`config.mk`:
```
export PLATFORM = sky130hd
export DESIGN_NAME = game_sequencer
export DESIGN_NICKNAME = d
export VERILOG_FILES = /design/src/rtl/game_sequencer_pkg.sv /design/src/rtl/coin_bank.sv /design/src/rtl/game_sequencer.sv
export SDC_FILE = /design/constraint.sdc
export NUM_CORES = 1
export LEC_CHECK = 0
export CORE_UTILIZATION = 44
export DETAILED_ROUTE_END_ITERATION = 10
export PLACE_DENSITY = 0.75
export SLEW_MARGIN = 20
export SYNTH_ARGS = -nofsm -noshare
export SYNTH_HDL_FRONTEND = slang
export SYNTH_SLANG_ARGS = --single-unit
```
`constraint.sdc`:
```
create_clock -name clock -period 2.3 [get_ports clock]
set_input_delay 0.345 -clock clock [delete_from_list [all_inputs] [get_ports clock]]
set_output_delay 0.345 -clock clock [all_outputs]
set_load 0.01 [all_outputs]
```
`src/rtl/game_sequencer_pkg.sv`:
```
// rtl/game_sequencer_pkg.sv - shared states, coin types and game defaults
package game_sequencer_pkg;

   localparam int DEF_GAME_COST  = 4;
   localparam int DEF_MAX_GAMES  = 7;
   localparam int DEF_MAX_ROUNDS = 8;

   typedef enum logic [2:0] {
      S_IDLE,
      S_LOAD_MASTER,
      S_GUESS,
      S_GRADE,
      S_WON,
      S_LOST
   } state_t;

   typedef enum logic [1:0] {
      COIN_NONE     = 2'b00,
      COIN_CIRCLE   = 2'b01,
      COIN_TRIANGLE = 2'b10,
      COIN_PENTAGON = 2'b11
   } coin_t;

   function automatic logic [2:0] coin_credits(input coin_t c);
      case (c)
         COIN_CIRCLE:   return 3'd1;
         COIN_TRIANGLE: return 3'd3;
         COIN_PENTAGON: return 3'd5;
         default:       return 3'd0;
      endcase
   endfunction

endpackage

```
`src/rtl/coin_bank.sv`:
```
// rtl/coin_bank.sv - credit accumulator and banked-game counter
module coin_bank
   import game_sequencer_pkg::*;
#(
   parameter int GAME_COST = DEF_GAME_COST,
   parameter int MAX_GAMES = DEF_MAX_GAMES
) (
   input  logic       clock,
   input  logic       reset,
   input  logic       coin_inserted_i,
   input  logic [1:0] coin_value_i,
   input  logic       dec_i,
   output logic [3:0] num_games_o,
   output logic       load_num_games_o
);

   logic [2:0] credits_q, credits_d;
   logic [3:0] num_games_q, num_games_d;
   logic       load_q, load_d;
   logic [3:0] after_dec;
   logic [3:0] sum;
   logic [3:0] rem;

   // Saturation is judged after the game-start decrement so a coin landing
   // on the same cycle as StartGame is never lost.
   always_comb begin
      after_dec   = num_games_q - {3'b000, dec_i};
      sum         = {1'b0, credits_q};
      rem         = '0;
      credits_d   = credits_q;
      num_games_d = after_dec;
      load_d      = dec_i;
      if (after_dec < 4'(MAX_GAMES)) begin
         if (coin_inserted_i)
            sum = sum + {1'b0, coin_credits(coin_t'(coin_value_i))};
         if (sum >= 4'(GAME_COST)) begin
            rem         = sum - 4'(GAME_COST);
            credits_d   = rem[2:0];
            num_games_d = after_dec + 4'd1;
            load_d      = 1'b1;
         end else begin
            credits_d = sum[2:0];
         end
      end
   end

   always_ff @(posedge clock) begin
      if (!reset) begin
         credits_q   <= '0;
         num_games_q <= '0;
         load_q      <= 1'b0;
      end else begin
         credits_q   <= credits_d;
         num_games_q <= num_games_d;
         load_q      <= load_d;
      end
   end

   assign num_games_o      = num_games_q;
   assign load_num_games_o = load_q;

endmodule

```
`src/rtl/game_sequencer.sv`:
```
// rtl/game_sequencer.sv - game control FSM, round counter and master-pattern load
module game_sequencer
   import game_sequencer_pkg::*;
#(
   parameter int GAME_COST  = DEF_GAME_COST,
   parameter int MAX_GAMES  = DEF_MAX_GAMES,
   parameter int MAX_ROUNDS = DEF_MAX_ROUNDS
) (
   input  logic       clock,
   input  logic       reset,
   input  logic [1:0] CoinValue,
   input  logic       CoinInserted,
   input  logic       StartGame,
   input  logic       LoadShapeNow,
   input  logic [1:0] ShapeLocation,
   input  logic       GradeIt,
   input  logic       gradeDone,
   input  logic [3:0] Znarly,
   input  logic       debug,
   output logic [3:0] NumGames,
   output logic [3:0] RoundNumber,
   output logic       GameWon,
   output logic       loadNumGames,
   output logic       loadGuess,
   output logic       loadZnarlyZood,
   output logic       loadShape,
   output logic       gradeStart,
   output logic       displayMasterPattern
);

   state_t     state_q, state_d;
   logic [3:0] round_q, round_d;
   logic       won_q, won_d;
   logic [3:0] mask_q, mask_d;
   logic       dec;

   coin_bank #(
      .GAME_COST(GAME_COST),
      .MAX_GAMES(MAX_GAMES)
   ) u_bank (
      .clock           (clock),
      .reset           (reset),
      .coin_inserted_i (CoinInserted),
      .coin_value_i    (CoinValue),
      .dec_i           (dec),
      .num_games_o     (NumGames),
      .load_num_games_o(loadNumGames)
   );

   always_ff @(posedge clock) begin
      if (!reset) begin
         state_q <= S_IDLE;
         round_q <= '0;
         won_q   <= 1'b0;
         mask_q  <= '0;
      end else begin
         state_q <= state_d;
         round_q <= round_d;
         won_q   <= won_d;
         mask_q  <= mask_d;
      end
   end

   always_comb begin
      state_d        = state_q;
      round_d        = round_q;
      won_d          = won_q;
      mask_d         = mask_q;
      dec            = 1'b0;
      loadShape      = 1'b0;
      loadGuess      = 1'b0;
      gradeStart     = 1'b0;
      loadZnarlyZood = 1'b0;
      if (reset) begin
         unique case (state_q)
            S_IDLE, S_WON, S_LOST: begin
               if (StartGame && NumGames != 4'd0) begin
                  state_d = S_LOAD_MASTER;
                  dec     = 1'b1;
                  won_d   = 1'b0;
                  mask_d  = '0;
                  round_d = '0;
               end
            end
            S_LOAD_MASTER: begin
               if (mask_q == 4'hF) begin
                  state_d = S_GUESS;
                  round_d = 4'd1;
               end
               if (LoadShapeNow) begin
                  loadShape = 1'b1;
                  mask_d    = mask_q | (4'b0001 << ShapeLocation);
               end
            end
            S_GUESS: begin
               if (GradeIt) begin
                  state_d    = S_GRADE;
                  loadGuess  = 1'b1;
                  gradeStart = 1'b1;
               end
            end
            S_GRADE: begin
               if (gradeDone) begin
                  loadZnarlyZood = 1'b1;
                  if (Znarly == 4'd4) begin
                     state_d = S_WON;
                     won_d   = 1'b1;
                  end else if (round_q == 4'(MAX_ROUNDS)) begin
                     state_d = S_LOST;
                  end else begin
                     state_d = S_GUESS;
                     round_d = round_q + 4'd1;
                  end
               end
            end
            default: state_d = S_IDLE;
         endcase
      end
   end

   assign RoundNumber          = round_q;
   assign GameWon              = won_q;
   assign displayMasterPattern = debug | (reset & (state_q == S_WON || state_q == S_LOST));

endmodule

```
==> run_results.csv <==
group,metric,value,unit
yosys,synthCells,158,
pwr,cellPowerDensity,913,nW/um2
yosys,yosysTopAreaCell,"dfxtp_1",
setup_path,path_delay_family,"adder cells",
timing,tns,-88.8,ps
global_route,antenna_found_initial,0,
global_route,grt_remaining_overflow,0,
timing,hold_viol,0,
final_layout,num-fill-cells,249,
setup_path,crit_buf_inv,1,
routing,wl,3410,um
timing,fmax,420,MHz
setup_path,crit_path_cell_trace,"clkdlybuf4s50_1 -> or2_2 -> ha_1 -> fa_1 -> nand2_1 -> o21bai_1 -> a31oi_2 -> and2_4 -> mux2i_1",
placed_design,port_buffers,30,
setup_path,worst_r2r_path_depth,11,
pwr,p_seq_share,28.0,%
flow_run,cap_violations,0,
routing,dr.pass1.iters,5,
global_route,grt_pass1_vias,1300,
yosys,syn_area_per_cell,8.20,um2
yosys,yosysMostFrequentCell,"nand2_1",
placed_design,place_ws,-357,ps
clocking,cts_sinks,20,
setup_path,crit_path_top_delay_cell,"fa_1",
setup_path,rrSetupSlack,-40,ps
pwr,power.total,1.69,mW
setup_path,end_kind,"flop",
routing,wl_per_cell,14.4,um
global_route,grtUsageTotal,21.6,%
pwr,vdd_drop_max,0.750,mV
pwr,switching_share,38.9,%
timing,finalSetupViolCount,2,
pwr,leakage,0.730,nW
floorplan,core,2780,um2
clocking,cts_hold_buf,0,
yosys,syn-cell-area,1290,um2
clocking,clk_pin_slew,120,ps
yosys,yosys-top-cells-count,"nand2_1, dfxtp_1, nor2_1",
routing,viasPerCell,5.73,
outcome,status,"finished with violations",
pwr,power.internal,1.03,mW
yosys,ys.flop_type,"dfxtp_1",
timing,post-route-period-util,104,%
yosys,yosys_register_bits,20,
yosys,ys_seq_area_share,30.9,%
timing,worst_slew_pin_slew,642,ps
pwr,pwr-share-comb,59.6,%
floorplan,die-area,3160,um2
timing,clock_skew,3.64,ps
yosys,yosys_warnings,0,
setup_path,worstPathRequired,2540,ps
setup_path,start_kind,"input pin",
clocking,clock_tree.buffer_depth,2,
yosys,syn-num-nets,183,
timing,min_period,2380,ps
clocking,clock_latency,300,ps
setup_path,worst-path-max-fanout,4,
global_route,grt_pass1_wl,5350,um
final_layout,area_growth,43.3,%
floorplan,die_h,56.3,um
timing,rsz0062_at_grt,"yes",
setup_path,cpPeakStageDelay,430,ps
clocking,numCtsBuffers,3,
clocking,clock_tree.htree_level_count,1,
placed_design,place_hpwl,2600,um
timing,maxSlewViolCount,0,
floorplan,start_util,46.6,%
timing,fin_ws,-81.4,ps
pwr,switching_power,0.660,mW
worst_hold_path,hp-class,"reg -> reg",
timing,slew-limit-headroom,56.8,%
yosys,synth_edf_count,0,
setup_path,critPathLaunch,"CoinValue[0]",
global_route,grt_start_max_net_pins,17,
setup_path,cp.arrival,2620,ps
outcome,failed_checks,"negative setup slack",
final_layout,drive_above_1_share,23.4,%
floorplan,pin_count,31,
floorplan,die_w,56.3,um
setup_path,crit_type,"in -> reg",
routing,dr_total_vias,1353,
setup_path,r2r-start,"u_bank.num_games_o[0]",
routing,drt_iter0_drc,32,
clocking,cts_tree,"done",
placed_design,globalplace.congestion,0.797,
setup_path,path_depth,9,
final_layout,antenna_cells,0,
routing,route.detailed.drc,0,
yosys,synth_top_area_share,30.9,%
floorplan,rows,19,
routing,drtAntennaViolNets,0,
yosys,synth.distinct_cells,46,
yosys,synthTopCellsByArea,"dfxtp_1, ha_1, nand2_1, nor2_1, inv_1",
setup_path,cp-endpoint,"u_bank.num_games_o[1]",
final_layout,final_nets,231,
clocking,cts_root_buffer,"clkbuf_4",
yosys,postSynth.asyncResetShare,0,%
pwr,clkPwrFrac,12.4,%
setup_path,r2r_end,"u_bank.num_games_o[1]",
## state kept, by name (all words and copies together), names as in the netlist
register / count
GameWon: 1
RoundNumber: 4
mask_q: 4
state_q: 3
u_bank.credits_q: 3
u_bank.load_num_games_o: 1
u_bank.num_games_o: 4
## area by class of cell
type / instances / area (um2) / area share [%]
multi-input cells: 118 / 875 / 47.1
inverters: 14 / 55.1 / 2.97
flip-flops and latches: 20 / 408 / 22.0
repair buffers: 49 / 443 / 23.9
clock buffers: 4 / 36.3 / 1.96
well taps: 31 / 38.8 / 2.09
## what timing repair did
action                                  in CTS  in global routing
buffers inserted                             0                  2
pin swaps                                    2                  5
endpoints found under the hold margin        0                  0
endpoints found under the setup margin       1                 10
gates resized for setup                      1                 10
gates cloned                                 0                  0
## routing by layer
metal / wire length, um / track usage, % / vias up
met5: 0 / 0 / -
met2: 1800 / 40.8 / 49
met1: 1340 / 22.8 / 647
li1: - / - / 645
met4: 102 / 12.2 / 0
met3: 161 / 2.76 / 12
## cell usage in the layout (no fill, tap or decap), drive strengths merged, types with 6 or more instances in the layout
cell type,n
nor2,16
dfxtp,20
ha,8
inv,14
clkdlybuf4s50,30
nor3,6
a21oi,11
buf,19
nand2,21
## through the flow
stage | util (%) | instances | instance area [um2] | hold slack [ps]
2_1_floorplan | - | 158 | 1330 | 436
4_1_cts | 64.8 | 234 | 1800 | 483
3_3_place_gp | 63.2 | 230 | 1760 | 448
3_5_place_dp | 63.2 | 230 | 1760 | 466
5_1_grt | 66.7 | 236 | 1860 | 508
6_report | 66.7 | 236 | 1860 | 480
## power by group through the flow
stage | clock network [mW] | registers (mW) | logic, mW
floorplan | 0 | 0.497 | 0.588
global placement | 0 | 0.477 | 0.909
detailed placement | 0 | 0.481 | 0.939
CTS | 0.217 | 0.474 | 0.944
global route | 0.233 | 0.483 | 1.10
finish | 0.209 | 0.475 | 1.01
## cell families after synthesis
group / share of synthesized area, %
simple gates: 29.2
buf+inv: 6.86
compound gates: 18.6
fa+ha+maj: 9.28
xor+xnor: 1.35
mux: 3.86
flops: 30.9
## how the worst min path moves through the flow
stage | startpoint | end | slack (ps) | cells after the start
after global routing | mask_q[0] | mask_q[0] | 510 | 2
after detailed placement | mask_q[0] | mask_q[0] | 470 | 2
after floorplan | mask_q[0] | mask_q[0] | 440 | 2
final | u_bank.credits_q[0] | u_bank.credits_q[0] | 480 | 2
after CTS | u_bank.credits_q[0] | u_bank.credits_q[0] | 480 | 2
after global placement | mask_q[2] | mask_q[2] | 450 | 2
## worst reg2reg max path, stage by stage, from the launching register on
cell	delay, ps
dfxtp_4	370
nor4_4	260
nand3b_1	170
nor2_2	50
ha_2	200
ha_4	270
inv_4	40
ha_4	160
a2bb2oi_2	110
o211a_1	270
and2_4	190
mux2i_1	190
Note: power is estimated with default switching activity, not from simulation.
